## config.mk

```make
export PLATFORM = sky130hd
export DESIGN_NAME = fifo_wr_arbiter
export DESIGN_NICKNAME = d
export VERILOG_FILES = /design/src/rtl/fifo_arb_pkg.sv /design/src/rtl/rr_pick.sv /design/src/rtl/fifo_wr_arbiter.sv
export SDC_FILE = /design/constraint.sdc
export NUM_CORES = 1
export LEC_CHECK = 0
export CORE_AREA = 2 2 56 58
export CTS_BUF_LIST = sky130_fd_sc_hd__clkbuf_8
export CTS_CLUSTER_DIAMETER = 200
export CTS_CLUSTER_SIZE = 12
export DETAILED_ROUTE_END_ITERATION = 12
export DIE_AREA = 0 0 58 60
export PLACE_DENSITY_LB_ADDON = 0.08
export SYNTH_ARGS = -nofsm -noshare
export SYNTH_HDL_FRONTEND = slang
export SYNTH_SLANG_ARGS = --single-unit
export TNS_END_PERCENT = 100
```

## constraint.sdc

```tcl
create_clock -name clk_i -period 1.45 [get_ports clk_i]
set_input_delay 0.29 -clock clk_i [delete_from_list [all_inputs] [get_ports clk_i]]
set_output_delay 0.29 -clock clk_i [all_outputs]
set_load 0.01 [all_outputs]
```

## src/rtl/fifo_arb_pkg.sv

```systemverilog
// Shared types and width helpers for the fifo write arbiter.
package fifo_arb_pkg;

   typedef enum logic [0:0] {
      ARB_IDLE  = 1'b0,
      ARB_GRANT = 1'b1
   } arb_state_t;

   // Index/counter width for n distinct values, never narrower than one bit.
   function automatic int unsigned idx_width(input int unsigned n);
      return (n > 1) ? $clog2(n) : 1;
   endfunction

endpackage

```

## src/rtl/rr_pick.sv

```systemverilog
// Round-robin picker: first set request found scanning upward from last_id+1, wrapping.
module rr_pick
   import fifo_arb_pkg::*;
#(
   parameter int unsigned NREQ = 4,
   parameter int unsigned IDW  = 2
) (
   input  logic [NREQ-1:0] req,
   input  logic [IDW-1:0]  last_id,
   output logic            found,
   output logic [IDW-1:0]  pick
);

   function automatic logic [IDW-1:0] wrap_idx(input logic [IDW-1:0] base, input int unsigned off);
      int unsigned sum;
      sum = 32'(base) + off;
      return IDW'(sum % NREQ);
   endfunction

   always_comb begin
      logic [IDW-1:0] idx;
      found = 1'b0;
      pick  = '0;
      idx   = '0;
      for (int unsigned k = 1; k <= NREQ; k++) begin
         idx = wrap_idx(last_id, k);
         if (!found && req[idx]) begin
            found = 1'b1;
            pick  = idx;
         end
      end
   end

endmodule

```

## src/rtl/fifo_wr_arbiter.sv

```systemverilog
// Round-robin arbiter sharing one fifo write port between NREQ valid/ready producers,
// granting bursts of up to BURST_LEN words and stalling on fifo full.
module fifo_wr_arbiter
   import fifo_arb_pkg::*;
#(
   parameter int unsigned DWIDTH    = 8,
   parameter int unsigned NREQ      = 4,
   parameter int unsigned BURST_LEN = 4,
   localparam int unsigned IDW      = idx_width(NREQ)
) (
   input  logic                   clk_i,
   input  logic                   srst_i,
   input  logic [NREQ-1:0]        req_valid_i,
   input  logic [NREQ*DWIDTH-1:0] req_data_i,
   output logic [NREQ-1:0]        req_ready_o,
   input  logic                   fifo_full_i,
   output logic                   fifo_wr_o,
   output logic [DWIDTH-1:0]      fifo_wrdata_o,
   output logic                   gnt_vld_o,
   output logic [IDW-1:0]         gnt_id_o
);

   localparam int unsigned   CW          = idx_width(BURST_LEN + 1);
   localparam logic [CW-1:0]  LAST_BEAT   = CW'(BURST_LEN - 1);
   localparam logic [IDW-1:0] LAST_ID_RST = IDW'(NREQ - 1);

   arb_state_t     state_q, state_d;
   logic [IDW-1:0] gnt_id_q, gnt_id_d;
   logic [IDW-1:0] last_id_q, last_id_d;
   logic [CW-1:0]  burst_cnt_q, burst_cnt_d;

   logic            in_grant_c;
   logic            gnt_valid_c;
   logic            xfer_c;
   logic            release_c;
   logic [NREQ-1:0] gnt_mask_c;
   logic [NREQ-1:0] pick_req_c;
   logic [IDW-1:0]  pick_base_c;
   logic            pick_found_c;
   logic [IDW-1:0]  pick_id_c;

   assign in_grant_c  = (state_q == ARB_GRANT);
   assign gnt_mask_c  = NREQ'(1) << gnt_id_q;
   assign gnt_valid_c = req_valid_i[gnt_id_q];
   assign xfer_c      = in_grant_c & gnt_valid_c & ~fifo_full_i;
   assign release_c   = in_grant_c & (~gnt_valid_c | (xfer_c & (burst_cnt_q == LAST_BEAT)));

   // A releasing grantee is masked out and the scan starts just past it.
   assign pick_req_c  = in_grant_c ? (req_valid_i & ~gnt_mask_c) : req_valid_i;
   assign pick_base_c = in_grant_c ? gnt_id_q : last_id_q;

   rr_pick #(
      .NREQ (NREQ),
      .IDW  (IDW)
   ) u_rr_pick (
      .req     (pick_req_c),
      .last_id (pick_base_c),
      .found   (pick_found_c),
      .pick    (pick_id_c)
   );

   // Next-state logic.
   always_comb begin
      state_d     = state_q;
      gnt_id_d    = gnt_id_q;
      last_id_d   = last_id_q;
      burst_cnt_d = burst_cnt_q;
      unique case (state_q)
         ARB_IDLE: begin
            if (pick_found_c) begin
               state_d     = ARB_GRANT;
               gnt_id_d    = pick_id_c;
               burst_cnt_d = '0;
            end
         end
         ARB_GRANT: begin
            if (release_c) begin
               last_id_d   = gnt_id_q;
               burst_cnt_d = '0;
               if (pick_found_c) begin
                  gnt_id_d = pick_id_c;
               end else begin
                  state_d = ARB_IDLE;
               end
            end else if (xfer_c) begin
               burst_cnt_d = burst_cnt_q + CW'(1);
            end
         end
         default: begin
            state_d     = ARB_IDLE;
            burst_cnt_d = '0;
         end
      endcase
   end

   always_ff @(posedge clk_i) begin
      if (srst_i) begin
         state_q     <= ARB_IDLE;
         gnt_id_q    <= '0;
         last_id_q   <= LAST_ID_RST;
         burst_cnt_q <= '0;
      end else begin
         state_q     <= state_d;
         gnt_id_q    <= gnt_id_d;
         last_id_q   <= last_id_d;
         burst_cnt_q <= burst_cnt_d;
      end
   end

   // Write-port mux; quiet in IDLE and while reset is asserted.
   always_comb begin
      req_ready_o   = '0;
      fifo_wr_o     = 1'b0;
      fifo_wrdata_o = '0;
      if (in_grant_c && !srst_i) begin
         fifo_wr_o     = xfer_c;
         fifo_wrdata_o = req_data_i[32'(gnt_id_q) * DWIDTH +: DWIDTH];
         if (xfer_c) begin
            req_ready_o = gnt_mask_c;
         end
      end
   end

   assign gnt_vld_o = in_grant_c;
   assign gnt_id_o  = gnt_id_q;

endmodule

```

Yosys cells after proc, flatten, opt, wreduce, memory -nomap -nowiden
Index checks and enable logic that the tools add are counted.

Register bits: 8. Bits in latches: 0. Memory bits (writable): 0. Bits in read-only memories: 0. Input bits: 39. Output and inout port bits: 16. Memories kept: 0.

$add $sub $neg: 5. $mul: 0. Div/mod/pow operators: 0. Order comparisons: 5. Eq/ne operators: 4. Shifts and indexed selects: 2. Mux-type cells: 34. Bitwise gates (word level): 10. Reduce and logical (&&, ||, !) cells: 10.

Operators by type and width (number): 32-bit by 6-bit indexed part select with 8-bit output (1); 2-bit by 3-bit < comparator with 1-bit output, second input constant (5); 2-bit 2-to-1 mux (7); 1-bit 2-to-1 mux (12); 4-bit 2-to-1 mux (3); 1-bit binary-select mux with 2-bit select (5); 3-bit 2-to-1 mux (3); 8-bit 2-to-1 mux (1); 3-bit case mux with 2 select lines (1); 2-bit by 1-bit adder with 2-bit output, second input constant (2); 2-bit adder, second input constant (2); 1-bit AND (4); 4-bit AND (1); 1-bit logical AND (4); 1-bit zero test (4); 4-bit inverter (1); 2-bit case mux with 2 select lines (1); 2-bit AND reduction (2); 1-bit by 2-bit << shifter with 4-bit output, first input constant (1); 3-bit by 1-bit adder with 3-bit output, second input constant (1); 3-bit by 2-bit == test with 1-bit output, second input constant (1); 3-bit by 1-bit != test with 1-bit output, second input constant (1); 1-bit inverter (3); 2-bit by 1-bit != test with 1-bit output, second input constant (1); 3 further kinds (3).

Logic depth before layout (Yosys ltp)
Depth after elaboration: 19. Gate-level depth with buffers: 7. Depth with buffers taken out: 7.

Cells and area by module
Synthesis repeated with hierarchy kept, for this count alone.

Cell total of the unflattened synthesis: 97. Area, all modules: 909.6 um^2.

Modules (own cells, without submodules): fifo_wr_arbiter (times used 1, cells each 83, area an instance 818.3 um^2); rr_pick (times used 1, cells each 14, area an instance 91.3 um^2).

Worst setup path before layout
Ideal clock, no wire load.

Kind: register -> output. From: register gnt_id_q[1] (netlist: gnt_id_o[1]). To: output port req_ready_o[3]. Data arrival time: 1465 ps. Required time: 1160 ps. Path slack: -305 ps. Cell stages (with the launch flop): 5. Cell sequence: dfxtp_1 mux4_2 nand2_1 inv_1 and3_1.

Word-level cells in the longest chain between the ends: 6.

Ends and longest elaborated chain: from (decl) (line fifo_wr_arbiter.sv:28) `logic [IDW-1:0] gnt_id_q, gnt_id_d;`; from (signal assigned) (line fifo_wr_arbiter.sv:104) `gnt_id_q <= gnt_id_d;`; 1-bit binary-select mux with 2-bit select (line fifo_wr_arbiter.sv:44) `assign gnt_valid_c = req_valid_i[gnt_id_q];`; 1-bit 2-to-1 mux (not written as such) (line fifo_wr_arbiter.sv:44); 1-bit AND (2 in series) (line fifo_wr_arbiter.sv:45) `assign xfer_c = in_grant_c & gnt_valid_c & ~fifo_full_i;`; 4-bit 2-to-1 mux * (line fifo_wr_arbiter.sv:118) `if (xfer_c) begin`; 4-bit 2-to-1 mux * (line fifo_wr_arbiter.sv:115) `if (in_grant_c && !srst_i) begin`; to (decl) (line fifo_wr_arbiter.sv:15) `output logic [NREQ-1:0] req_ready_o,`.

Mark *: on every way between the ends. The rest lies on a longest branch, timed or not. The select of a mux whose other input is x is not followed.

Worst setup path in the final report
Same ends and word-level chain as after synthesis.

==> run_results.csv <==
group,metric,value,unit
global_routing,grt_start_max_net_pins,23,
yosys,syn_inst,110,
power_and_ir_drop,vdd_drop_max,0.660,mV
timing,fin_skew,9.23,ps
place,placed_area,1750,um^2
cts,clockBufferDepth,2,
floorplan,row_count,20,
floorplan,fp.dieH,60,um
power_and_ir_drop,p_per_area,824,nW/um^2
place,hpwlAfterDp,2.46,mm
drt,finalWirelength,3.37,mm
setup_path,crit_family,"multiplexers",
drt,ant_nets,0,
yosys,synth_edf_count,0,
cells_and_area,fin_util,0.656,
drt,via_per_inst,5.43,
power_and_ir_drop,power.share.switching,0.335,
floorplan,die-area,3480,um^2
cts,cts_tree,"built",
timing,finalSetupViolCount,22,
cts,cts_buffers,3,
cts,clock_sinks,8,
timing,fmax,0.550,GHz
yosys,synthFlopType,"dfxtp_1",
floorplan,io_pins,55,
cells_and_area,final_area,1910,um^2
cells_and_area,final_common_cell,"clkdlybuf4s50_1",
power_and_ir_drop,clock_power_share,0.178,
timing,period_needed,1820,ps
drt,wl_per_cell,15.1,um
yosys,synth_top_area_frac,0.213,
cts,cts-htree-levels,1,
yosys,synth_top_area_cell,"mux4_2",
cells_and_area,num-nets-final,232,
setup_path,timing.rr.end,"gnt_id_o[1]",
run_status,status,"finished with violations",
power_and_ir_drop,internal_power,0.00104,W
setup_path,worst-path-buf-inv,2,
place,portBuffers,54,
yosys,yosysWarnings,0,
drt,first_pass_iters,4,
hold_path,hold_path.class,"flop to flop",
yosys,postSynthRegisterBits,8,
setup_path,worstRegToRegCells,7,
floorplan,core_area,2900,um^2
setup_path,worstPathCellList,"mux4_2 -> nand2_4 -> inv_4 -> and3_4 -> buf_6",
timing,rsz0062_at_grt,"yes",
global_routing,grt_pass1_vias,1194,
setup_path,endpoint,"req_ready_o[3]",
setup_path,crit_start,"gnt_id_o[1]",
cells_and_area,multi_input_area,858,um^2
place,gp_congestion,0.855,
yosys,syn-cell-area,953,um^2
setup_path,cp-end-kind,"primary output",
timing,finalCritPeriodShare,1.25,
yosys,seq_area_frac_synth,0.168,
timing,tightest_slew,304,ps
setup_path,rrSetupSlack,-270,ps
cells_and_area,diodes,0,
setup_path,crit_path_max_fanout,3,
cells_and_area,fill_cells,243,
power_and_ir_drop,p_leak,0.833,nW
global_routing,grt_overflow_total,0,
run_status,violations,"negative setup slack",
global_routing,antenna_found_initial,0,
yosys,syn_avg_cell_area,8.67,um^2
drt,drc,0,
timing,slew_headroom,0.797,
global_routing,grt_pass1_wl,5.26,mm
cells_and_area,seqCellArea,169,um^2
floorplan,start_util,0.328,
floorplan,die_w,58,um
setup_path,cp-start-kind,"flop",
timing,fin_ws,-369,ps
timing,hold_viol,0,
setup_path,crit_type,"flop to primary output",
cells_and_area,layout-drive-gt1-share,0.453,
power_and_ir_drop,pwr-share-comb,0.636,
cts,insertion_delay,240,ps
yosys,ys_types,40,
global_routing,grtUsageTotal,0.195,
setup_path,slowest_delay,540,ps
yosys,async_reset_ff_frac,0,
timing,fin_hold_ws,472,ps
power_and_ir_drop,power_switching,0.000527,W
cts,clkSlewWorstSetupHoldPaths,50,ps
setup_path,r2r_start,"gnt_id_o[1]",
cts,cts-root-buf,"clkbuf_8",
place,pre_cts_slack,-861,ps
yosys,synth_area_leaders,"mux4_2, dfxtp_1, nor2b_1",
job,maxCapViolCount,0,
cells_and_area,layout_common_cells,"clkdlybuf4s50_1, buf_4, buf_6",
setup_path,critPathRequiredTime,1160,ps
setup_path,cp_num_cells,5,
setup_path,crit_arrival,1530,ps
timing,slew_viol_final,0,
setup_path,crit_slowest_cell,"mux4_2",
drt,vias,1210,
drt,drt-initial-drc-count,36,
cells_and_area,area_growth,99.9,%
power_and_ir_drop,pwr-share-seq,0.186,
yosys,synth.net_count,151,
-- area by class of cell --
cell class,instances,share of cell area
flip-flops and latches,8,0.0886
multi-input cells,88,0.450
inverters,6,0.0131
clock buffers,3,0.0217
clock inverters,1,0.00197
well taps,33,0.0217
repair buffers,84,0.402
-- synthesized netlist by cell type (all sizes together), types with 2 or more instances --
library cell  n
o21ai         4
dfxtp         8
nand2         8
inv           6
ha            2
nor3b         3
nand2b        3
mux4          9
nor3          3
nand3         6
a31o          2
nor2b         9
buf           7
mux2i         2
mux2          2
a21o          2
a21oi         5
o21bai        3
o211ai        2
nor2          7
-- worst min-delay path by stage --
stage                    from        endpoint  slack (ps)  cells after the start
3_3_place_gp   burst_cnt_q[2]  burst_cnt_q[2]         430                      1
2_1_floorplan  burst_cnt_q[2]  burst_cnt_q[2]         430                      1
4_1_cts        burst_cnt_q[2]  burst_cnt_q[2]         470                      1
5_1_grt        burst_cnt_q[2]  burst_cnt_q[2]         490                      1
6_report       burst_cnt_q[2]  burst_cnt_q[2]         470                      1
3_5_place_dp   burst_cnt_q[2]  burst_cnt_q[2]         470                      1
-- routing by layer --
layer,GRT usage,up-vias,wire length [um]
met4,0.0532,0,32
met2,0.367,61,1680
met1,0.218,566,1360
met3,0.0476,5,296
met5,0,-,0
li1,-,578,-
-- flip-flops by register name, summed over array words and instances (netlist names) --
register and cells:
gnt_vld_o 1, burst_cnt_q 3, last_id_q 2, gnt_id_o 2
-- power by group through the flow --
stage / logic (W) / registers (W) / clock network, W
after global routing: 0.00108 / 0.000297 / 0.000291
after detailed placement: 0.000886 / 0.000291 / 0
after global placement: 0.000867 / 0.000291 / 0
after CTS: 0.000921 / 0.000293 / 0.000283
final: 0.000998 / 0.000292 / 0.000280
after floorplan: 0.000523 / 0.000289 / 0
-- stage by stage --
step | cells | power [W] | TNS [ps]
5_1_grt | 223 | 0.00166 | -7040
3_5_place_dp | 214 | 0.00118 | -12300
6_report | 223 | 0.00157 | -5940
2_1_floorplan | 110 | 0.000812 | -1010
3_3_place_gp | 214 | 0.00116 | -11800
4_1_cts | 221 | 0.00150 | -6420
-- what timing repair did --
action / CTS / global route
gates cloned: 1 / 0
endpoints found under the setup margin: 24 / 23
setup buffers: 2 / 3
pin swaps: 2 / 6
hold buffers: 0 / 0
gates resized for setup: 75 / 16
hold endpoints to repair: 0 / 0
-- kinds of logic (layout without fill, tap and decap cells) --
family	count (synthesis)	count (layout)	share of synthesized area
simple gates	45	45	0.261
compound gates	28	28	0.214
fa+ha+maj	2	2	0.0262
mux	13	13	0.257
flops	8	8	0.168
buf+inv	14	94	0.0735
-- worst reg2reg max path, stage by stage (launching register included) --
cell	delay, ps
dfxtp_4	350
mux4_2	550
buf_4	160
buf_6	120
nand3_2	80
o21a_4	140
nor3b_1	50
a31o_1	180
Note: power is estimated with default switching activity, not from simulation.
